## src/rtl/qpsk_modulator.sv

```systemverilog
// QPSK frame transmitter: 2-bit symbols in, 9-bit I*sin+Q*cos carrier samples out; one sample per SAMPLE_DIV clocks, output one clock after its strobe.
// sym_ready pulses only at symbol boundaries, and missing symbols mid-frame are replaced by 01; optional TX_FRAME_CNT_EN adds frame/underrun counters.
module qpsk_modulator #(
    parameter int SAMPLE_DIV    = 4,
    parameter int SYM_PER_FRAME = 32,
    parameter int GAP_SAMPLES   = 8
) (
    input  logic       clk,
    input  logic       reset,
    input  logic [1:0] sym_in,
    input  logic       sym_valid,
    output logic       sym_ready,
    output logic [8:0] mod_out,
    output logic       sample_stb,
    output logic       busy,
`ifdef TX_FRAME_CNT_EN
    output logic       underrun,
    output logic [7:0] frame_cnt,
    output logic [7:0] underrun_cnt
`else
    output logic       underrun
`endif
);

    // The sine table spans exactly one carrier period of 32 phases.
    localparam int SAMP_PER_SYM = 32;
    localparam int DIV_W = (SAMPLE_DIV > 1) ? $clog2(SAMPLE_DIV) : 1;
    localparam int CNT_W = (SYM_PER_FRAME > 1) ? $clog2(SYM_PER_FRAME) : 1;
    localparam int GAP_W = (GAP_SAMPLES > 1) ? $clog2(GAP_SAMPLES) : 1;

    typedef enum logic [1:0] {
        IDLE = 2'd0,
        SEND = 2'd1,
        GAP  = 2'd2
    } state_e;

    state_e           state_q, state_d;
    logic [DIV_W-1:0] div_q;
    logic [4:0]       ph_q, ph_d;
    logic [CNT_W-1:0] sym_cnt_q, sym_cnt_d;
    logic [GAP_W-1:0] gap_cnt_q, gap_cnt_d;
    logic [1:0]       sym_q, sym_d;
    logic [8:0]       mod_out_q, mod_out_d;
    logic             stb_q;
    logic             underrun_q, underrun_d;

    logic             strobe;
    logic             last_ph;
    logic             last_sym;
    logic [1:0]       next_sym;

    function automatic logic signed [9:0] sin_lut(input logic [4:0] k);
        logic [3:0]        idx;
        logic [7:0]        mag;
        logic signed [9:0] m;
        idx = k[3] ? (4'd8 - {1'b0, k[2:0]}) : {1'b0, k[2:0]};
        case (idx)
            4'd0:    mag = 8'd0;
            4'd1:    mag = 8'd23;
            4'd2:    mag = 8'd46;
            4'd3:    mag = 8'd67;
            4'd4:    mag = 8'd85;
            4'd5:    mag = 8'd100;
            4'd6:    mag = 8'd111;
            4'd7:    mag = 8'd118;
            default: mag = 8'd120;
        endcase
        m = {2'b00, mag};
        return k[4] ? -m : m;
    endfunction

    // sym[0]=0 negates the sin term, sym[1]=1 negates the cos term.
    function automatic logic [8:0] qpsk_sample(input logic [4:0] ph, input logic [1:0] sym);
        logic signed [9:0] s_t;
        logic signed [9:0] c_t;
        logic signed [9:0] i_t;
        logic signed [9:0] q_t;
        s_t = sin_lut(ph);
        c_t = sin_lut(ph + 5'd8);
        i_t = sym[0] ? s_t : -s_t;
        q_t = sym[1] ? -c_t : c_t;
        return 9'(i_t + q_t);
    endfunction

    assign strobe   = (div_q == DIV_W'(SAMPLE_DIV - 1));
    assign last_ph  = (ph_q == 5'(SAMP_PER_SYM - 1));
    assign last_sym = (sym_cnt_q == CNT_W'(SYM_PER_FRAME - 1));
    assign next_sym = sym_valid ? sym_in : 2'b01;

    assign sym_ready  = strobe && ((state_q == IDLE) || ((state_q == SEND) && last_ph && !last_sym));
    assign busy       = (state_q != IDLE);
    assign mod_out    = mod_out_q;
    assign sample_stb = stb_q;
    assign underrun   = underrun_q;

    always_comb begin
        state_d    = state_q;
        ph_d       = ph_q;
        sym_cnt_d  = sym_cnt_q;
        gap_cnt_d  = gap_cnt_q;
        sym_d      = sym_q;
        mod_out_d  = mod_out_q;
        underrun_d = 1'b0;
        if (strobe) begin
            case (state_q)
                IDLE: begin
                    mod_out_d = 9'd0;
                    if (sym_valid) begin
                        state_d   = SEND;
                        ph_d      = 5'd0;
                        sym_cnt_d = '0;
                        sym_d     = sym_in;
                        mod_out_d = qpsk_sample(5'd0, sym_in);
                    end
                end
                SEND: begin
                    if (!last_ph) begin
                        ph_d      = ph_q + 5'd1;
                        mod_out_d = qpsk_sample(ph_q + 5'd1, sym_q);
                    end else if (!last_sym) begin
                        ph_d       = 5'd0;
                        sym_cnt_d  = sym_cnt_q + CNT_W'(1);
                        sym_d      = next_sym;
                        underrun_d = !sym_valid;
                        mod_out_d  = qpsk_sample(5'd0, next_sym);
                    end else begin
                        state_d   = GAP;
                        gap_cnt_d = '0;
                        mod_out_d = 9'd0;
                    end
                end
                GAP: begin
                    mod_out_d = 9'd0;
                    gap_cnt_d = gap_cnt_q + GAP_W'(1);
                    if (gap_cnt_q == GAP_W'(GAP_SAMPLES - 1)) begin
                        state_d = IDLE;
                    end
                end
                default: begin
                    state_d   = IDLE;
                    mod_out_d = 9'd0;
                end
            endcase
        end
    end

    always_ff @(posedge clk or negedge reset) begin
        if (!reset) begin
            state_q    <= IDLE;
            div_q      <= '0;
            ph_q       <= 5'd0;
            sym_cnt_q  <= '0;
            gap_cnt_q  <= '0;
            sym_q      <= 2'b00;
            mod_out_q  <= 9'd0;
            stb_q      <= 1'b0;
            underrun_q <= 1'b0;
        end else begin
            state_q    <= state_d;
            div_q      <= strobe ? '0 : div_q + DIV_W'(1);
            ph_q       <= ph_d;
            sym_cnt_q  <= sym_cnt_d;
            gap_cnt_q  <= gap_cnt_d;
            sym_q      <= sym_d;
            mod_out_q  <= mod_out_d;
            stb_q      <= strobe;
            underrun_q <= underrun_d;
        end
    end

`ifdef TX_FRAME_CNT_EN
    logic [7:0] frame_cnt_q;
    logic [7:0] underrun_cnt_q;
    logic       gap_entry;

    assign gap_entry    = strobe && (state_q == SEND) && last_ph && last_sym;
    assign frame_cnt    = frame_cnt_q;
    assign underrun_cnt = underrun_cnt_q;

    always_ff @(posedge clk or negedge reset) begin
        if (!reset) begin
            frame_cnt_q    <= 8'd0;
            underrun_cnt_q <= 8'd0;
        end else begin
            if (gap_entry) begin
                frame_cnt_q <= frame_cnt_q + 8'd1;
            end
            if (underrun_d && (underrun_cnt_q != 8'hff)) begin
                underrun_cnt_q <= underrun_cnt_q + 8'd1;
            end
        end
    end
`endif

endmodule

```

## config.mk

```make
export PLATFORM = sky130hd
export DESIGN_NAME = qpsk_modulator
export DESIGN_NICKNAME = d
export VERILOG_FILES = /design/src/rtl/qpsk_modulator.sv
export SDC_FILE = /design/constraint.sdc
export NUM_CORES = 1
export LEC_CHECK = 0
export CAP_MARGIN = 5
export CORE_MARGIN = 2
export CORE_UTILIZATION = 28
export CTS_CLUSTER_SIZE = 25
export DETAILED_ROUTE_END_ITERATION = 7
export DONT_BUFFER_PORTS = 1
export GPL_TIMING_DRIVEN = 0
export PLACE_DENSITY = 0.49
export SLEW_MARGIN = 20
export SYNTH_ARGS = -nofsm -noshare
export SYNTH_HDL_FRONTEND = slang
export SYNTH_SLANG_ARGS = --single-unit
```

## constraint.sdc

```tcl
create_clock -name clk -period 5.6 [get_ports clk]
set_clock_uncertainty 0.05 [all_clocks]
set_input_delay 0.56 -clock clk [delete_from_list [all_inputs] [get_ports clk]]
set_output_delay 0.56 -clock clk [all_outputs]
set_load 0.005 [all_outputs]
```

==> summary.md <==
| Metric | Value |
|---|---|
| Outcome | `complete, no violations` |
| Highest Clock Rate | `about 190 MHz` |
| Async set-reset flop share out of synthesis | `100%` |
| Tot Pwr | `447 µW` |
| Most frequent cells after synthesis | `nor2_1 (40), nand2_1 (35), o21ai_0 (35), dfrtp_1 (30), xnor2_1 (28)` |
| Worst-Skew Late Latency | `~280 ps` |
| Syn_nets | `430` |
| Final count of pins violating max slew | `0` |
| Grt ovf | `0` |
| XOR/XNOR Fraction of Synth Area | `approximately a tenth` |
| Die Height | `around 110 µm` |
| Post-layout instance count excluding filler cells | `roughly 550` |
| I/O pin count | `18` |
| Critical path endpoint category | `flop` |
| Post-synthesis mux area share | `1.95%` |
| H-tree levels | `2` |
| Relative slew slack | `between 50% and 60%` |
| Worst path arrival time | `around 5400 ps` |
| Fin nets | `around 440` |
| Area share of fa/ha/maj cells after synthesis | `9.38%` |
| Layout cells sized above 1 | `10.1%` |
| Total negative setup slack | `0 ps` |
| Die X-Extent | `110 µm` |
| CTS max path bufs | `2` |
| Mapped Area | `0.00315 mm²` |
| Maxcap violations | `0` |
| Rows | `38` |
| Syn-to-layout area delta | `11.7%` |
| Main combinational cell family by area after synthesis | `compound AO/OA/AOI/OAI gates` |
| Ys flop type | `dfrtp_1` |
| CTS clk-pin slew, worst paths | `roughly 70 ps` |
| Core region area | `roughly 0.011 mm²` |
| Pin count of the biggest net entering global routing | `31` |
| Placer's final routability congestion estimate | `~0.85` |
| Number of nets still failing antenna checks after routing | `0` |
| Worst slew pin tran | `696 ps` |
| Vias in the first global route | `~2800` |
| Min Tclk post-route | `5250 ps` |
| Worst slack, placed | `just over 100 ps` |
| Simple-Gate Fraction of Synth Area | `21.8%` |
| Vias per cell | `about 5.3` |
| Yosys cell types | `65` |
| # DRC | `0` |
| Ant. Diodes | `0` |
| Post-synth top area cell | `dfrtp_1` |
| Pwr/cell area | `~130 mW/mm²` |
| Placement Cell Area | `roughly 0.0033 mm²` |
| Post-synth EDFFs | `0` |
| Register area share after synthesis | `between 20% and 30%` |
| Total Routing Usage GR | `approximately 15%` |
| Starting Density | `about 29%` |
| Tcrit/Tclk final | `a little over nine tenths` |
| CP max FO | `10` |
| Via count | `roughly 3000` |
| Sink Count | `30` |
| Final Worst Setup Slack | `~350 ps` |
| Final number of setup-violating endpoints | `0` |
| Yosys reg bits | `30` |
| Ys Warns | `0` |
| CTS tree | `yes` |
| Compound-Gate Fraction of Synth Area | `between 20% and 30%` |
| Setup Crit Path Kind | `flop to flop` |
| Worst VDD drop | `about 0.26 mV` |
| Cells after Synth | `~400` |
| First-pass GRT wire length | `14500 µm` |
| Hold WS | `between 50 and 60 ps` |
| Lkg Pwr | `about 1.4 nW` |
| Root Buffer | `clkbuf_8` |
| Initial antenna violation count | `0` |
| DR pass1 iterations | `5` |
| Hold Crit Class | `primary input to async pin` |
| Die area | `between 0.01 and 0.015 mm²` |
| Hold Violations, Final | `0` |
| Leading post-synthesis cells by cell area | `dfrtp_1 (24%), ha_1 (8.7%), xnor2_1 (7.8%)` |
| WP data required | `around 5700 ps` |
| Cell with the most instances after synthesis | `nor2_1` |
| Drt first-iter violations | `around 190` |
| WL/cell | `~15 µm` |
| I/O Buffers | `0` |
| Post-DP HPWL | `roughly 6500 µm` |
| Startpoint Class | `flop` |
| Placed cell count | `542` |
| Post-synth top area share | `between 20% and 30%` |
| Final Core Density | `32.3%` |
| Cell area after layout | `between 0.003 and 0.004 mm²` |
| Inserted Clock Buffers | `5` |
| Drt total wl | `around 8500 µm` |
| Post-Syn Area per Cell | `~8 µm²` |
==> logic make-up (layout without fill, tap and decap cells) <==
| group | Yosys count | after routing |
|---|---|---|
| AO/OA/AOI/OAI | 131 | 131 |
| buffers and inverters | 38 | 50 |
| XOR/XNOR | 35 | 35 |
| AND/OR/NAND/NOR | 139 | 139 |
| adder cells (fa/ha/maj) | 23 | 23 |
| flip-flops | 30 | 30 |
| multiplexers | 6 | 6 |
==> critical path, cell delays in order, from the launching register on <==
cell and delay [ps]:
dfrtp_2 450, buf_2 240, inv_1 90, ha_1 280
buf_4 170, clkbuf_2 260, nor2b_1 100, o21ai_0 160
o211a_1 300, ha_1 270, a21oi_1 290, ha_1 290
nor2_1 80, a21oi_1 80, fa_1 500, a21o_1 180
a21oi_1 230, o21bai_1 90, a21oi_1 230, o21ai_0 150
xnor2_1 150, xnor2_1 230, xnor2_1 160, a22oi_1 90
==> report_power, final <==
group | total [mW] | switching, mW | internal, mW
clock network | 0.223 | 0.0805 | 0.142
logic | 0.00794 | 0.00574 | 0.00219
registers | 0.217 | 0 | 0.217
total | 0.447 | 0.0862 | 0.361
==> metal layers <==
layer  up-vias  global-route usage [%]  wire length, µm
met1      1392                    21.0             4220
li1       1466                       -                -
met3        10                    1.23              275
met2        67                    24.1             3890
met5         -                       0                0
met4         0                    3.98              106
==> layout by cell type (no fill, tap or decap), drive strengths merged, types with 5 or more instances in the layout <==
master and count:
nor2 40, o21ai 37, nand2 36, dfrtp 30, xnor2 28, a21oi 24
ha 22, clkbuf 20, buf 15, inv 14, nand3 13, nor2b 12
a31oi 11, nand2b 7, xor2 7, a211oi 6, o31ai 6, nor3 6
or3 5, and3 5, mux2i 5, o21a 5
==> final cells by class <==
type / instances / area [µm²]
fill: 1159 / 7370
multi-input combinational: 334 / 2250
sequential: 30 / 753
tap: 140 / 175
buffer: 24 / 119
clock buffer: 6 / 82.6
inverter: 14 / 55.1
timing repair buffer: 5 / 50.0
clock inverter: 1 / 30.0
==> registers in the layout, indices dropped and copies added (netlist names) <==
| name | cells |
|---|---|
| sym_q | 2 |
| gap_cnt_q | 3 |
| sample_stb | 1 |
| state_q | 2 |
| div_q | 2 |
| mod_out | 9 |
| ph_q | 5 |
| underrun | 1 |
| sym_cnt_q | 5 |
==> final timing paths <==
check                                     from                  endpoint  slack [ps]  depth (start not counted)
max reg2reg                ph_q[1]$_DFFE_PN0P_    mod_out[8]$_DFFE_PN0P_         350                         23
min                                      reset  sym_cnt_q[4]$_DFFE_PN0P_          50                          1
max in group asynchronous                reset       ph_q[1]$_DFFE_PN0P_        5270                          1
min reg2reg                 div_q[0]$_DFF_PN0_        div_q[0]$_DFF_PN0_         400                          1
max                        ph_q[1]$_DFFE_PN0P_    mod_out[8]$_DFFE_PN0P_         350                         23
min in group clk                     sym_in[1]      sym_q[1]$_DFFE_PN0P_         400                          2
==> repair_timing <==
| action | in CTS | in global routing |
|---|---|---|
| buffers inserted | 0 | 4 |
| hold endpoints to repair | 30 | 0 |
| endpoints found under the setup margin | 0 | 1 |
| hold buffers | 1 | 0 |
| gates resized for setup | 0 | 9 |
(Power assumes the default switching activity.)
